--- src/rtl/sym_classifier.sv ---
// Byte FIFO + character-class decoder feeding the string-recognizer FSM, one symbol per paced pulse.
// Optional SYM_CLASSIFIER_STATS_EN adds popped-symbol and popped-NUL counters.
module sym_classifier #(
    parameter int unsigned DEPTH = 4,
    parameter int unsigned GAP   = 1
) (
    input  logic        i_clk,
    input  logic        i_rst,
    input  logic [7:0]  i_rx_data,
    input  logic        i_rx_valid,
    output logic        o_valid,
    output logic        o_error_verify,
    output logic        o_overflow,
`ifdef SYM_CLASSIFIER_STATS_EN
    output logic [15:0] o_sym_count,
    output logic [7:0]  o_str_count,
`endif
    output logic        o_start_stop,
    output logic        o_small_letter,
    output logic        o_capital_letter,
    output logic        o_number,
    output logic        o_hex_digit,
    output logic        o_punctuation_basic,
    output logic        o_punctuation_finance,
    output logic        o_parentheses,
    output logic        o_curly_braces,
    output logic        o_math_symbol,
    output logic        o_whitespace,
    output logic        o_vowel,
    output logic        o_consonant,
    output logic        o_other
);
    localparam int unsigned AW = $clog2(DEPTH);

    logic [7:0]  r_mem [DEPTH];
    logic [AW:0] r_wptr, r_rptr;
    logic [3:0]  r_gap;
    logic        r_valid, r_err, r_ovf;
    logic [13:0] r_flags;

    logic        w_empty, w_full, w_pop, w_push;
    logic [7:0]  w_head;
    logic        w_ss, w_small, w_cap, w_num, w_hex, w_pb, w_pf;
    logic        w_paren, w_curly, w_math, w_ws, w_vowel, w_cons, w_other;

    assign w_empty = (r_wptr == r_rptr);
    assign w_full  = (r_wptr[AW] != r_rptr[AW]) && (r_wptr[AW-1:0] == r_rptr[AW-1:0]);
    assign w_pop   = !w_empty && (r_gap == 4'd0);
    // A full FIFO still accepts a byte when the head leaves in the same cycle.
    assign w_push  = i_rx_valid && (!w_full || w_pop);
    assign w_head  = r_mem[r_rptr[AW-1:0]];

    always_comb begin
        w_ss    = (w_head == 8'h00);
        w_small = (w_head >= 8'h61) && (w_head <= 8'h7A);
        w_cap   = (w_head >= 8'h41) && (w_head <= 8'h5A);
        w_num   = (w_head >= 8'h30) && (w_head <= 8'h39);
        w_hex   = w_num || (w_head inside {[8'h41:8'h46], [8'h61:8'h66]});
        w_pb    = w_head inside {8'h2E, 8'h2C, 8'h3A, 8'h3B, 8'h21, 8'h3F, 8'h27, 8'h22};
        w_pf    = w_head inside {[8'h23:8'h26], 8'h40};
        w_paren = w_head inside {8'h28, 8'h29, 8'h5B, 8'h5D};
        w_curly = w_head inside {8'h7B, 8'h7D};
        w_math  = w_head inside {8'h2B, 8'h2D, 8'h2A, 8'h2F, 8'h5C, 8'h3D, 8'h3C, 8'h3E};
        w_ws    = w_head inside {8'h20, 8'h09, 8'h0A, 8'h0D};
        w_vowel = w_head inside {8'h61, 8'h65, 8'h69, 8'h6F, 8'h75,
                                 8'h41, 8'h45, 8'h49, 8'h4F, 8'h55};
        w_cons  = (w_small || w_cap) && !w_vowel;
        w_other = !(w_ss || w_small || w_cap || w_num || w_pb || w_pf || w_paren ||
                    w_curly || w_math || w_ws);
    end

    always_ff @(posedge i_clk) begin
        if (w_push) begin
            r_mem[r_wptr[AW-1:0]] <= i_rx_data;
        end
    end

    always_ff @(posedge i_clk) begin
        if (!i_rst) begin
            r_wptr  <= '0;
            r_rptr  <= '0;
            r_gap   <= 4'd0;
            r_valid <= 1'b0;
            r_err   <= 1'b0;
            r_ovf   <= 1'b0;
            r_flags <= '0;
        end else begin
            r_valid <= w_pop;
            if (w_push) begin
                r_wptr <= r_wptr + 1'b1;
            end
            if (i_rx_valid && !w_push) begin
                r_ovf <= 1'b1;
            end
            if (w_pop) begin
                r_rptr  <= r_rptr + 1'b1;
                r_gap   <= 4'(GAP);
                r_err   <= w_ss;
                r_flags <= {w_ss, w_small, w_cap, w_num, w_hex, w_pb, w_pf,
                            w_paren, w_curly, w_math, w_ws, w_vowel, w_cons, w_other};
            end else if (r_gap != 4'd0) begin
                r_gap <= r_gap - 4'd1;
            end
        end
    end

`ifdef SYM_CLASSIFIER_STATS_EN
    logic [15:0] r_sym_count;
    logic [7:0]  r_str_count;

    always_ff @(posedge i_clk) begin
        if (!i_rst) begin
            r_sym_count <= 16'd0;
            r_str_count <= 8'd0;
        end else if (w_pop) begin
            if (r_sym_count != 16'hFFFF) begin
                r_sym_count <= r_sym_count + 16'd1;
            end
            if (w_ss) begin
                r_str_count <= r_str_count + 8'd1;
            end
        end
    end

    assign o_sym_count = r_sym_count;
    assign o_str_count = r_str_count;
`endif

    assign o_valid        = r_valid;
    assign o_error_verify = r_err;
    assign o_overflow     = r_ovf;

    assign {o_start_stop, o_small_letter, o_capital_letter, o_number, o_hex_digit,
            o_punctuation_basic, o_punctuation_finance, o_parentheses, o_curly_braces,
            o_math_symbol, o_whitespace, o_vowel, o_consonant, o_other} = r_flags;
endmodule

--- config.mk ---
export PLATFORM = sky130hd
export DESIGN_NAME = sym_classifier
export DESIGN_NICKNAME = d
export VERILOG_FILES = /design/src/rtl/sym_classifier.sv
export SDC_FILE = /design/constraint.sdc
export NUM_CORES = 1
export LEC_CHECK = 0
export ABC_AREA = 1
export CAP_MARGIN = 20
export CELL_PAD_IN_SITES_DETAIL_PLACEMENT = 1
export CELL_PAD_IN_SITES_GLOBAL_PLACEMENT = 1
export CORE_MARGIN = 3
export CORE_UTILIZATION = 39
export DETAILED_ROUTE_END_ITERATION = 10
export GPL_TIMING_DRIVEN = 0
export PLACE_DENSITY = 0.79
export SKIP_LAST_GASP = 1
export SLEW_MARGIN = 20
export SYNTH_ARGS = -nofsm -noshare
export SYNTH_HDL_FRONTEND = slang
export SYNTH_SLANG_ARGS = --single-unit
--- constraint.sdc ---
create_clock -name i_clk -period 1.84 [get_ports i_clk]
set_input_delay 0.184 -clock i_clk [delete_from_list [all_inputs] [get_ports i_clk]]
set_output_delay 0.184 -clock i_clk [all_outputs]
set_load 0.02 [all_outputs]
## Word-level counts from Yosys, hierarchy flattened

Memory sizes are Yosys's and may differ from the RTL's. A register that Yosys moved wholly into a read port is not among the register bits.
Index checks and enable logic that the tools add are counted.

| storage, ports and cells | value |
|---|---|
| memories kept | 1 |
| output and inout bits | 17 |
| register bits after elaboration | 27 |
| RAM bits | 32 |
| logic and storage cells | 110 |

| cells by class | value |
|---|---|
| $add $sub $neg | 3 |
| bitwise operators | 1 |
| reduce and logical (&&, ||, !) cells | 41 |
| $lt $le $gt $ge | 10 |
| muxes and demuxes | 6 |
| equal/unequal tests | 40 |

Memory list:

| memory | depth | width | rd ports | clocked after Yosys merged registers in | write ports | line | text |
|---|---|---|---|---|---|---|---|
| r_mem | 4 | 8 | 1 | 1 | 1 | 35 | `logic [7:0] r_mem [DEPTH];` |

Operators with widths:

| operator | number |
|---|---|
| $eq A8 B6 Y1 const B | 18 |
| $eq A8 B7 Y1 const B | 16 |
| $le A8 B7 Y1 const B | 4 |
| $eq A8 B4 Y1 const B | 3 |
| $ge A8 B6 Y1 const B | 2 |
| $ge A8 B7 Y1 const B | 2 |
| $le A8 B6 Y1 const B | 2 |
| $reduce_bool A8 Y1 | 2 |
| $logic_or A1 B1 Y1 | 12 |
| $reduce_bool A4 Y1 | 3 |
| $logic_and A1 B1 Y1 | 11 |
| $reduce_bool A10 Y1 | 1 |
| $logic_not A8 Y1 | 1 |
| $reduce_bool A2 Y1 | 4 |
| $add A3 B1 Y3 const B | 2 |
| $logic_not A1 Y1 | 5 |
| $logic_not A4 Y1 | 1 |
| $mux W1 | 4 |
| $mux W2 | 2 |
| $sub A4 B1 Y4 const B | 1 |
| $eq A3 B3 Y1 | 1 |
| $eq A2 B2 Y1 | 1 |
| $reduce_or A2 Y1 | 1 |
| $ne A1 B1 Y1 | 1 |
| $not A1 Y1 | 1 |

## Logic depth before layout (Yosys ltp)

| depth | value |
|---|---|
| depth in word-level cells | 12 |
| gate-level depth with buffers | 17 |

## Worst setup path after synthesis

OpenSTA, ideal clock, no wires.

| timing path | value |
|---|---|
| kind | reg-to-reg |
| start | register r_gap[0] |
| end | memory r_mem[3][0], enable pin |
| setup time | 0.375 ns |
| path buffers | 0 |
| required time | 1.465 ns |
| path slack | -0.108 ns |
| cell stages (with the launch flop) | 8 |
| data arrival time | 1.573 ns |
| clock period less this slack | 1.948 ns |
| cells stage by stage | dfxtp_1 inv_1 ha_1 nor3b_2 nor2_1 nand2_1 nand2_1 nor2_1 |

| between the ends | value |
|---|---|
| longest elaborated chain between the ends | 6 |

Ends and longest elaborated chain:

| what | line | text |
|---|---|---|
| start, declared | 37 | `logic [3:0] r_gap;` |
| start signal, assigned | 97 | `r_gap <= 4'(GAP);` |
| start signal, assigned | 102 | `r_gap <= r_gap - 4'd1;` |
| $logic_not A4 Y1 | 48 | `assign w_pop = !w_empty && (r_gap == 4'd0);` |
| $logic_and A1 B1 Y1 | 48 |  |
| $logic_or A1 B1 Y1 | 50 | `assign w_push = i_rx_valid && (!w_full \|\| w_pop);` |
| $logic_and A1 B1 Y1 | 50 |  |
| $mux W1 | 73 | `if (w_push) begin` |
| $mux W1 (implied by the code) | 74 | `r_mem[r_wptr[AW-1:0]] <= i_rx_data;` |
| end, declared | 35 |  |

Every way passes these cells.

==> impl_metrics.ini <==
[run_status]
status = finished, violations left
violations = negative setup slack

[timing]
hold_ws_ns = 0.451
fin_crit_ns = 1.94
fmax_mhz = 515
setup_slack_ns = -0.103
timing.max_slew.rel_slack_pct = 74.6
worst_pin_slew_ns = 0.378
rsz0062_at_grt = true
hold_violations = 0
final-setup-viol-count = 6
period_share_pct = 106
finalClockSkew_ns = 0.00793
slew_violations = 0

[placement]
port_buffers = 27
dpl_cell_area_um2 = 3470
hpwl_mm = 5.34
pre_cts_ws_ns = -0.672
routabilityCongestion = 0.817

[yosys]
synth_top_cell_area_share_pct = 31.2
synth.ff_latch_count = 60
seq_area_frac_synth_pct = 49.4
syn_area_um2 = 3080
synth_area_leaders = edfxtp_1 31%, dfxtp_1 18%, nand2_1 16%, nand3_1 3.7%, inv_1 3.0%
synthCells = 368
yosys_warnings = 0
ys_types = 34
yosysTopAreaCell = edfxtp_1
syn_avg_cell_area_um2 = 8.36
syn_nets = 386

[global_routing]
overflow = 0
grt_start_max_net_pins = 11
grt_pass1_wl_mm = 12.8
grt_antenna_before_repair = 0
grt_usage_pct = 18.8
grt_pass1_vias = 2690

[pwr]
p_leak_uw = 0.00175
switchingPower_uw = 2880
seq_power_share_pct = 26.2
p_comb_share_pct = 56.6
power.total_uw = 6500
p_per_area_nw_per_um2 = 1530
ir_drop_v = 0.000598
clock_power_share_pct = 17.2
switching_share_pct = 44.4
power.internal_uw = 3610

[route]
postRouteAntennaNets = 0
drc = 0
wl_mm = 8.74
dr.pass1.iters = 4
avgViaCountPerCell = 5.13
drt-initial-drc-count = 113
wire_per_inst_um = 16.2
routed-via-count = 2765

[layout]
final_net_count = 453
n_fill_cell = 881
syn2layout_area_growth_pct = 37.8
stdcell_area_um2 = 4240
drive_gt1_share_pct = 30.9
antenna_cells = 0
finish.utilization_pct = 57.0
mostFrequentLayoutCells = 110 x nand2_1, 32 x edfxtp_1, 27 x dfxtp_1, 27 x clkdlybuf4s50_1
final_common_cell = nand2_1

[floorplanning]
core_area_um2 = 7450
dieWidth_um = 94.8
fp-row-count = 31
initial_core_util_pct = 41.3
die_h_um = 94.8
pin_count = 28
dieArea_um2 = 8990

[worst_setup_path]
start_kind = register
cp.arrival_ns = 2.18
r2r_end = r_flags[0]
worstPathMaxFanout = 8
critPathKind = register to register
end_kind = register
required_ns = 2.08
rrSetupSlack_ns = -0.10
ff2ff_path_depth = 16

[hold_path]
min_path_cells = 1
hold_class = register to register
worstHoldStart = r_flags[7]
hold_path_end = r_flags[7]

[clock_tree]
cts-root-buf = clkbuf_8
cts_made_buffers = 9
clock_path_buffers = 2
clkSinkCount = 60
hold_buffers = 0
cts.clk_slew.worst_paths_ns = 0.07
htree_num_levels = 3
cts_tree = built
clock_latency_ns = 0.35

[flow_run]
max_cap_viol_count = 0
[registers in the layout, summed over array words and instances, names as in the netlist, named ones only]
register,cells
r_mem,32
r_flags,13
r_gap,4
r_rptr,3
r_wptr,3
o_error_verify,1
o_overflow,1
o_valid,1
[final cells by class]
class / instances / area [µm²] / area share, %
Multi-Input combinational cell: 268 / 1620 / 38.2
Clock buffer: 15 / 178 / 4.19
Inverter: 33 / 136 / 3.21
Tap cell: 99 / 124 / 2.92
Sequential cell: 60 / 1520 / 35.9
Timing Repair Buffer: 54 / 562 / 13.2
Timing Repair inverter: 1 / 8.76 / 0.206
Clock inverter: 1 / 5.00 / 0.118
Buffer: 8 / 85.1 / 2.01
[cells by family (layout without fill, tap and decap cells)]
family	Yosys count	after routing	synth area share, %
AND/OR/NAND/NOR	219	220	34.1
flip-flops	60	60	49.4
buffers and inverters	41	112	6.10
AO/OA/AOI/OAI	39	39	6.99
adder cells (fa/ha/maj)	7	7	2.85
XOR/XNOR	2	2	0.569
[synthesized netlist by cell type (all sizes together)]
library cell and n:
buf 7, nand4 2, o211ai 2, clkbuf 1
xor2 1, xnor2 1, nor3b 1, nor2 35
a211oi 1, a21o 2, nand2 143, a21oi 9
ha 7, a22o 1, nor3 3, or2 1
nand3 33, edfxtp 32, a32oi 1, and2 1
inv 33, dfxtp 28, o21ai 23
[worst max-delay path by stage]
| stage | startpoint | end | slack, ns |
|---|---|---|---|
| detailed placement | r_gap[0] | r_mem[0][7] | -0.67 |
| CTS | register | r_flags[0] | 0.006 |
| global route | register | r_flags[0] | -0.20 |
| global placement | r_gap[0] | r_mem[2][7] | -0.53 |
| finish | register | r_flags[0] | -0.10 |
| floorplan | r_gap[0] | r_mem[0][0] | -0.07 |
[power groups by stage]
stage / sequential (µW) / clock (µW) / combinational (µW)
4_1_cts: 1690 / 1130 / 2910
5_1_grt: 1720 / 1200 / 4010
3_5_place_dp: 1710 / 0 / 2570
2_1_floorplan: 1760 / 0 / 1840
6_report: 1700 / 1120 / 3680
3_3_place_gp: 1700 / 0 / 2500
[critical path: stages, from the launching register on]
cell,delay [ns]
dfxtp_2,0.34
buf_12,0.14
clkinv_8,0.07
clkbuf_16,0.16
nand2_2,0.07
nand3_2,0.10
nand2_4,0.16
nand2_4,0.08
nor2_4,0.16
buf_6,0.11
nand2_1,0.04
o21ai_1,0.07
nor2_1,0.08
nand2_1,0.10
nor2_1,0.05
nand2_1,0.05
nand2_1,0.04
[per-layer routing]
layer	up-vias	global-route usage [%]	wire length (µm)
met2	64	32.4	4490
met5	-	0	0
met1	1354	22.7	3680
li1	1331	-	-
met3	16	4.78	335
met4	0	6.73	235
[per-stage QoR]
stage / setup TNS [ns] / instances
global route: -1.22 / 539
finish: -0.342 / 539
floorplan: -1.61 / 368
global placement: -17.40 / 494
detailed placement: -21.49 / 494
CTS: 0 / 520
[timing repair]
item	in CTS	in global routing
hold endpoints to repair	0	0
resized for setup	31	52
gates cloned	0	4
endpoints found under the setup margin	48	51
setup buffers	10	15
pin swaps	9	29
(Power assumes the default switching activity.)
==> patch, RTL diff (config.mk and constraints unchanged) <==
The parameter `DEPTH` goes from 4 to 2.
--- a/src/rtl/sym_classifier.sv
+++ b/src/rtl/sym_classifier.sv
@@ -1,7 +1,7 @@
 // Byte FIFO + character-class decoder feeding the string-recognizer FSM, one symbol per paced pulse.
 // Optional SYM_CLASSIFIER_STATS_EN adds popped-symbol and popped-NUL counters.
 module sym_classifier #(
-    parameter int unsigned DEPTH = 4,
+    parameter int unsigned DEPTH = 2,
     parameter int unsigned GAP   = 1
 ) (
     input  logic        i_clk,
Formal check against the unedited RTL: not equivalent (a bounded check fails within 10 cycles, from zero or initial values and one cycle with i_rst low).
==> patch against the unedited design <==
  * Sequential cell count down 19
  * Combinational power shrank 35%
  * Utilization is 3.9 points lower
  * Worst setup slack better by 0.21 ns
  * Final area down 30%
  * Total power is 33% lower
  * Wire length fell by 29%
  * Global-route usage down 1.4 points
  * Maximum frequency increased by 12%
  * Area after synthesis down 25%
  * Clock power shrank 36%
  * Sequential power fell by 29%
==> patch: results <==
export IMPL_yosys_top_cells_area="dfxtp_1, edfxtp_1, nand2_1, inv_1, nor2_1"
export IMPL_arrival_ns=1.93
export IMPL_largest_register_ffs=16
export IMPL_finClkSkew_ns=0.00911
export IMPL_cts_buffers=5
export IMPL_place_detailed_instances=407
export IMPL_layout_nets=369
export IMPL_synth_compound_area_frac=0.0767
export IMPL_wl_per_cell_um=14.4
export IMPL_grt_pass1_wl_mm=9.89
export IMPL_grt_usage=0.174
export IMPL_grt_pass1_vias=2147
export IMPL_peakVddDrop_mv=0.661
export IMPL_synth_flop_cell="dfxtp_1"
export IMPL_synth_top_cells_by_count="nand2_1, inv_1, nor2_1, dfxtp_1, nand2_2"
export IMPL_insertion_delay_ns=0.30
export IMPL_slew_headroom=0.811
export IMPL_layout_drive_gt1_share=0.258
export IMPL_ctsHtreeMaxLevel=2
export IMPL_synth_net_count=321
export IMPL_drt_iter0_markers=107
export IMPL_routed_wl_mm=6.18
export IMPL_path_max_fanout=10
export IMPL_ys_seq_area_frac=0.426
export IMPL_slowest_delay_ns=0.32
export IMPL_gp_congestion=0.816
export IMPL_synth_area_per_cell_um2=7.47
export IMPL_dp_hpwl_mm=4.28
export IMPL_status="completed"
export IMPL_power_leakage_nw=1.32
-- patch: timing repair --
item | 4_1_cts | 5_1_grt
pin swaps | 0 | 7
cloned | 1 | 1
buffers inserted | 0 | 12
endpoints found under the setup margin | 26 | 27
resized for setup | 5 | 33
-- patch: metal layers --
layer | up-vias | routed length, µm | share of wire | GRT usage
li1 | 1060 | - | - | -
met1 | 1054 | 2590 | 0.42 | 0.211
met2 | 41 | 3250 | 0.53 | 0.314
met3 | 11 | 232 | 0.038 | 0.0367
met4 | 0 | 102 | 0.017 | 0.0401
met5 | - | 0 | 0 | 0
-- patch: layout make-up --
| cell class | count | area [µm²] |
|---|---|---|
| clock inverters | 2 | 33.8 |
| well taps | 72 | 90.1 |
| multi-input cells | 226 | 1220 |
| plain buffers | 5 | 57.6 |
| flip-flops and latches | 41 | 985 |
| inverters | 37 | 148 |
| repair inverters | 1 | 5.00 |
| repair buffers | 39 | 360 |
| clock buffers | 6 | 72.6 |
| fillers | 719 | 2630 |
-- patch: where the power goes --
group          internal [mW]  switching, mW
sequential              1.11         0.0951
clock                  0.401          0.319
combinational          0.872           1.54
-- patch: worst paths after layout --
check	startpoint	to	slack [ns]	depth (start not counted)
worst max register to register	flop	r_flags[0]	0.11	12
worst min register to register	r_flags[1]	r_flags[1]	0.46	2
worst max-delay path	flop	r_flags[0]	0.11	12
worst min-delay path	r_flags[1]	r_flags[1]	0.46	2
-- patch: cells by family (layout without fill, tap and decap cells) --
family,after synthesis,in the layout
XOR/XNOR,2,2
adder cells (fa/ha/maj),2,2
AND/OR/NAND/NOR,193,194
buffers and inverters,42,90
flip-flops,41,41
AO/OA/AOI/OAI,28,28
-- patch: critical path, delay by kind of cell, from the launching register on --
kind / cells / cell delay [ns]
flops: 1 / 0.32
buf+inv: 3 / 0.36
simple gates: 9 / 0.94
-- patch: stage by stage --
stage	worst slack (ns)	area, µm²	hold slack, ns
after global placement	-0.240	2660	0.440
after global routing	-0.0307	2980	0.466
after detailed placement	-0.290	2660	0.448
final	0.108	2980	0.459
after CTS	-0.0309	2790	0.456
after floorplan	0.0976	2300	0.283
